<file path="src/rtl/pipelined_cla_adder_if.sv">
// Operand/result handshake bundle for the pipelined CLA adder/subtractor.
// The slave modport is the adder's view; master is the issuing/consuming side.
interface pipelined_cla_adder_if #(
  parameter int WIDTH = 32
);
  logic             in_valid;
  logic             in_ready;
  logic [WIDTH-1:0] a;
  logic [WIDTH-1:0] b;
  logic             cin;
  logic             sub;
  logic             out_valid;
  logic             out_ready;
  logic [WIDTH-1:0] f;
  logic             cout;
  logic             ovf;
  logic             zero;

  modport master (
    output in_valid, a, b, cin, sub, out_ready,
    input  in_ready, out_valid, f, cout, ovf, zero
  );

  modport slave (
    input  in_valid, a, b, cin, sub, out_ready,
    output in_ready, out_valid, f, cout, ovf, zero
  );
endinterface

</file>
<file path="src/rtl/pipelined_cla_adder.sv">
// Pipelined carry-lookahead adder/subtractor: one SW-bit slice per stage, with
// the slice carry registered into the next stage and operands skewed alongside.
module pipelined_cla_adder #(
  parameter int WIDTH  = 32,
  parameter int STAGES = 4,
  parameter int GROUP  = 4
) (
  input logic clk,
  input logic rst_n,
  pipelined_cla_adder_if.slave bus
);
  localparam int SW = WIDTH / STAGES;
  localparam int NG = SW / GROUP;
  localparam int SK = (STAGES > 1) ? STAGES - 1 : 1;

  logic [STAGES-1:0] v_q, v_d;
  logic [STAGES-1:0] c_q, c_d;
  logic [WIDTH-1:0]  s_q  [STAGES];
  logic [WIDTH-1:0]  s_d  [STAGES];
  logic [WIDTH-1:0]  a_q  [SK];
  logic [WIDTH-1:0]  a_d  [SK];
  logic [WIDTH-1:0]  be_q [SK];
  logic [WIDTH-1:0]  be_d [SK];
  logic              ovf_q, ovf_d;
  logic              zero_q, zero_d;

  logic              advance;
  logic [WIDTH-1:0]  in_a  [STAGES];
  logic [WIDTH-1:0]  in_be [STAGES];
  logic [WIDTH-1:0]  in_s  [STAGES];
  logic [STAGES-1:0] in_c, in_v;
  logic [WIDTH-1:0]  part_s;
  logic [SW+1:0]     slice_r;
  logic              msb_c;

  // Returns {carry out, carry into slice MSB, sum} using GROUP-bit lookahead groups.
  function automatic logic [SW+1:0] cla_slice(input logic [SW-1:0] x,
                                               input logic [SW-1:0] y,
                                               input logic          ci);
    logic [SW-1:0] g, p;
    logic [SW:0]   c;
    logic [NG:0]   gc;
    logic          gg, gp;
    g     = x & y;
    p     = x ^ y;
    c     = '0;
    gc    = '0;
    gc[0] = ci;
    for (int j = 0; j < NG; j++) begin
      gg = 1'b0;
      gp = 1'b1;
      for (int i = 0; i < GROUP; i++) begin
        gg = g[j*GROUP+i] | (p[j*GROUP+i] & gg);
        gp = gp & p[j*GROUP+i];
      end
      gc[j+1] = gg | (gp & gc[j]);
    end
    for (int j = 0; j < NG; j++) begin
      c[j*GROUP] = gc[j];
      for (int i = 0; i < GROUP - 1; i++) begin
        c[j*GROUP+i+1] = g[j*GROUP+i] | (p[j*GROUP+i] & c[j*GROUP+i]);
      end
    end
    c[SW] = gc[NG];
    return {c[SW], c[SW-1], p ^ c[SW-1:0]};
  endfunction

  // The whole pipe moves together; a stalled result freezes every stage behind it.
  always_comb begin
    advance = ~v_q[STAGES-1] | bus.out_ready;
    v_d     = v_q;
    c_d     = c_q;
    s_d     = s_q;
    a_d     = a_q;
    be_d    = be_q;
    ovf_d   = ovf_q;
    zero_d  = zero_q;
    part_s  = '0;
    slice_r = '0;
    msb_c   = 1'b0;

    in_a[0]  = bus.a;
    in_be[0] = bus.sub ? ~bus.b : bus.b;
    in_s[0]  = '0;
    in_c[0]  = bus.sub | bus.cin;
    in_v[0]  = bus.in_valid;
    for (int k = 1; k < STAGES; k++) begin
      in_a[k]  = a_q[k-1];
      in_be[k] = be_q[k-1];
      in_s[k]  = s_q[k-1];
      in_c[k]  = c_q[k-1];
      in_v[k]  = v_q[k-1];
    end

    if (advance) begin
      for (int k = 0; k < STAGES; k++) begin
        slice_r = cla_slice(in_a[k][k*SW +: SW], in_be[k][k*SW +: SW], in_c[k]);
        part_s  = in_s[k];
        part_s[k*SW +: SW] = slice_r[SW-1:0];
        s_d[k]  = part_s;
        c_d[k]  = slice_r[SW+1];
        v_d[k]  = in_v[k];
        msb_c   = slice_r[SW];
      end
      for (int k = 0; k < STAGES - 1; k++) begin
        a_d[k]  = in_a[k];
        be_d[k] = in_be[k];
      end
      ovf_d  = msb_c ^ c_d[STAGES-1];
      zero_d = (s_d[STAGES-1] == '0);
    end
  end

  always_ff @(posedge clk or negedge rst_n) begin
    if (!rst_n) begin
      v_q    <= '0;
      c_q    <= '0;
      s_q    <= '{default: '0};
      a_q    <= '{default: '0};
      be_q   <= '{default: '0};
      ovf_q  <= 1'b0;
      zero_q <= 1'b0;
    end else begin
      v_q    <= v_d;
      c_q    <= c_d;
      s_q    <= s_d;
      a_q    <= a_d;
      be_q   <= be_d;
      ovf_q  <= ovf_d;
      zero_q <= zero_d;
    end
  end

  assign bus.in_ready  = advance;
  assign bus.out_valid = v_q[STAGES-1];
  assign bus.f         = s_q[STAGES-1];
  assign bus.cout      = c_q[STAGES-1];
  assign bus.ovf       = ovf_q;
  assign bus.zero      = zero_q;
endmodule

</file>
<file path="src/flat_wrapper.sv">
// flat-port wrapper written by rule: the top's interface ports become plain ports
module pipelined_cla_adder_flat 
#(
  parameter int WIDTH  = 32,
  parameter int STAGES = 4,
  parameter int GROUP  = 4
)
  (clk, rst_n, bus_in_valid, bus_a, bus_b, bus_cin, bus_sub, bus_out_ready, bus_in_ready, bus_out_valid, bus_f, bus_cout, bus_ovf, bus_zero);
  pipelined_cla_adder_if #(.WIDTH(WIDTH)) bus_i ();
  input logic clk;
  input logic rst_n;
  input wire logic [$bits(bus_i.in_valid)-1:0] bus_in_valid;
  input wire logic [$bits(bus_i.a)-1:0] bus_a;
  input wire logic [$bits(bus_i.b)-1:0] bus_b;
  input wire logic [$bits(bus_i.cin)-1:0] bus_cin;
  input wire logic [$bits(bus_i.sub)-1:0] bus_sub;
  input wire logic [$bits(bus_i.out_ready)-1:0] bus_out_ready;
  output wire logic [$bits(bus_i.in_ready)-1:0] bus_in_ready;
  output wire logic [$bits(bus_i.out_valid)-1:0] bus_out_valid;
  output wire logic [$bits(bus_i.f)-1:0] bus_f;
  output wire logic [$bits(bus_i.cout)-1:0] bus_cout;
  output wire logic [$bits(bus_i.ovf)-1:0] bus_ovf;
  output wire logic [$bits(bus_i.zero)-1:0] bus_zero;
  assign bus_i.in_valid = bus_in_valid;
  assign bus_i.a = bus_a;
  assign bus_i.b = bus_b;
  assign bus_i.cin = bus_cin;
  assign bus_i.sub = bus_sub;
  assign bus_i.out_ready = bus_out_ready;
  assign bus_in_ready = bus_i.in_ready;
  assign bus_out_valid = bus_i.out_valid;
  assign bus_f = bus_i.f;
  assign bus_cout = bus_i.cout;
  assign bus_ovf = bus_i.ovf;
  assign bus_zero = bus_i.zero;
  pipelined_cla_adder #(.WIDTH(WIDTH), .STAGES(STAGES), .GROUP(GROUP)) u_core (.clk(clk), .rst_n(rst_n), .bus(bus_i));
endmodule
</file>
<file path="config.mk">
export PLATFORM = sky130hd
export DESIGN_NAME = pipelined_cla_adder_flat
export DESIGN_NICKNAME = d
export VERILOG_FILES = /design/src/rtl/pipelined_cla_adder_if.sv /design/src/rtl/pipelined_cla_adder.sv /design/src/flat_wrapper.sv
export SDC_FILE = /design/constraint.sdc
export NUM_CORES = 1
export LEC_CHECK = 0
export ABC_AREA = 1
export CAP_MARGIN = 20
export CORE_ASPECT_RATIO = 0.8
export CORE_UTILIZATION = 35
export CTS_BUF_LIST = sky130_fd_sc_hd__clkbuf_4 sky130_fd_sc_hd__clkbuf_8
export DETAILED_ROUTE_END_ITERATION = 16
export SYNTH_ARGS = -nofsm -noshare
export SYNTH_HDL_FRONTEND = slang
export SYNTH_SLANG_ARGS = --single-unit
</file>
<file path="constraint.sdc">
create_clock -name clk -period 5 [get_ports clk]
set_input_delay 1 -clock clk [delete_from_list [all_inputs] [get_ports clk]]
set_output_delay 1 -clock clk [all_outputs]
set_load 0.005 [all_outputs]
</file>
==> metrics.txt <==
detailed-route wire length per cell=13.6 um; highest fanout seen on the critical path=2; final period utilization=73.5%; standard-cell rows=50; Leak=4.98 nW; insertion delay to the later sink of the worst-skew pair=0.46 ns; start point of the critical path=bus_b[2]; most common cell after layout, fill and taps aside=nand2_1; Avg Synthesized Cell Area=9.23 um^2; CTS Root Buffer Type=clkbuf_8; fraction of layout cells with a size suffix above 1=4.65%; startpoint of the most critical register-to-register path=u_core.a_q[27]; overall track demand over capacity in global routing=15.6%; crit start category=input pin; number of synthesized register bits=186; buffers plus inverters on the worst setup path=4; commonest non-fill, non-tap cells in the layout=370 x nand2_1, 186 x dfrtp_1, 104 x clkdlybuf4s50_1; final estimated routing congestion in global placement=0.805; unrepaired setup endpoints after global routing=no; number of warnings issued by yosys=0; effective utilization at floorplan=36.2%; total of hold buffers inserted after clock tree synthesis=0; Detail Route Antenna Nets=0; worst stage delay on the critical path=0.43 ns; buffer depth of the longest clock path=2; depth of the CTS H-tree=4; main combinational cell family by area after synthesis=simple AND/OR/NAND/NOR gates; DR DRC count=0; number of buffer cells added on primary ports=106; count of max-cap constraint violations=0; clock slew at the register clock pins of the worst setup and hold paths=0.09 ns; fraction of the mapped netlist area in simple logic gates=19.3%; worst-path cell with the longest stage delay=fa_1; vias per std cell=4.44; count of clock tree sinks=186; final cell area excluding filler cells=0.0103 mm^2; final antenna diode count=0; # fillers=2397; post-layout min period=3.68 ns; initial antenna violation count=0; type of element capturing the critical path=flip-flop; status=completed; die extent in y=142 um; logic depth of the worst path, buffers included=14; worst hold path class=input pin to async pin; Max Freq=272 MHz; number of standard cells after synthesis=932; maximum number of pins on one net before global-route repair=127; area growth from synthesis to layout=19.7%; Final Core Density=43.3%; die area=0.0252 mm^2; total number of vias=5967; unique cell type count in the Yosys netlist=28; number of cells upsized or downsized after cts=0; area fraction in compound gates after synthesis=6.70%; number of nets in the final layout=1147; horizontal die dimension=177 um; max-slew violation count=0; Setup Viol. Count Final=0; count of final hold-check violations=0; clock tree from TritonCTS=yes; PwrDens=574 mW/mm^2; via count of the first global-routing pass=5759; critical path arrival=3.98 ns; post-synthesis xor/xnor area fraction=4.07%; peak supply drop=235 uV; remaining global-route overflow=0; # Post-CTS Setup Buffers=0; half-perimeter wire length after placement=12500 um; CTS Buf Count=17; r2r worst-path depth=12; reg-to-reg critical path endpoint=u_core.bus.zero; number of nets in the synthesized netlist=1058; adder and majority gate portion of the synthesized area=10.2%; type of the worst setup path=input pin to flip-flop; CP top delay family=adder cells; netlist area before placement=0.00860 mm^2; Max transition margin=36.2%; sequential element share of the synthesized area=54.1%; reg-to-reg setup timing slack=1.94 ns; cell breakdown of the critical path=clkdlybuf4s50_1, xnor2_1, inv_1, ha_1, inv_1, nor2_1, nand3b_1, nand3_1, inv_1, fa_1, fa_1, fa_1, xor2_1, o21ai_0; final sum of negative setup slack=0 ns; First-pass DRT Iterations=5; Critical Path End=u_core.in_s[71]; worst slew pin tran=0.958 ns; core area=0.0238 mm^2; mux share of post-synthesis cell area=0%; total I/O pin count=107; data required time of the worst path=5.30 ns; placed cell area=0.00988 mm^2; number of violations reported at the end of detailed-routing iteration 0=391; final routed wirelength across all metal layers=18300 um; worst clock skew=0.0202 ns; global-route wire length before repair=30900 um
through the flow:
step | power [mW] | instances | hold WS [ns] | worst slack [ns]
finish | 5.91 | 1345 | 0.429 | 1.32
global placement | 4.91 | 1313 | 0.454 | 0.975
global route | 6.49 | 1345 | 0.414 | 1.05
floorplan | 4.06 | 932 | 0.440 | 1.16
CTS | 6.01 | 1344 | 0.470 | 1.33
detailed placement | 4.96 | 1313 | 0.453 | 0.832
cell usage after synthesis:
cell	count	share of area, %
a21oi_1	13	0.76
fa_1	24	5.6
buf_6	1	0.13
ha_1	32	4.7
nor4_1	3	0.22
inv_2	1	0.044
nor4_2	1	0.15
xor2_1	6	0.61
nand2_1	370	16
nor3_1	2	0.12
a31oi_1	1	0.073
buf_2	32	1.9
dfrtp_1	186	54
nor2_1	23	1.0
or2_0	1	0.073
o21ai_1	10	0.58
nand4_1	2	0.15
buf_4	4	0.35
nand3_1	13	0.76
o21ai_0	91	5.3
nand3b_1	1	0.087
or2_2	4	0.29
xnor2_1	34	3.5
and3_1	1	0.073
inv_1	67	2.9
clkbuf_1	7	0.31
nor2_4	1	0.13
and3b_1	1	0.10
worst register-to-register path, stage by stage, from the launching register on:
cell     delay [ns]
dfrtp_1        0.41
ha_1           0.33
nand2_1        0.10
inv_1          0.04
nand2_1        0.05
nand4_1        0.14
fa_1           0.41
fa_1           0.39
fa_1           0.44
xor2_1         0.20
nor4_1         0.30
nand3_1        0.12
nand2_1        0.07
cell families after synthesis:
group                    Yosys count
AND/OR/NAND/NOR                  423
flip-flops                       186
buffers and inverters            112
AO/OA/AOI/OAI                    115
adder cells (fa/ha/maj)           56
XOR/XNOR                          40
worst min path at each step:
stage	start	endpoint
floorplan	u_core.v_q[2]	u_core.v_q[3]
global placement	u_core.be_q[60]	u_core.be_q[28]
detailed placement	u_core.v_q[2]	u_core.v_q[3]
CTS	u_core.a_q[63]	u_core.a_q[31]
global route	rst_n	u_core.a_q[79]
finish	rst_n	u_core.c_q[0]
sequential cells by signal, indices dropped and copies added, names as in the netlist:
register         flops
u_core.be_q         48
u_core.c_q           4
u_core.bus.f        32
u_core.v_q           4
u_core.in_s         48
u_core.a_q          48
u_core.bus.ovf       1
u_core.bus.zero      1
power by group:
group / internal [mW] / switching (mW)
Combinational: 1.02 / 1.26
Clock: 0.455 / 0.554
Sequential: 2.17 / 0.447
Total: 3.65 / 2.26
per-layer routing:
layer  global-route usage, %  vias up  wire length [um]
met5                       0        -                 0
met4                    3.78        0               212
met3                    3.23       14               673
met2                    19.8      107              6950
met1                    26.1     2776             10500
li1                        -     3070                 -
cell type report:
cell class	instances	area (um^2)	area share, %
Clock buffer	21	289	2.81
Clock inverter	10	105	1.02
Inverter	68	258	2.50
Multi-Input combinational cell	634	3470	33.6
Sequential cell	186	4650	45.2
Tap cell	312	390	3.79
Timing Repair Buffer	114	1140	11.1
(Power assumes the default switching activity.)
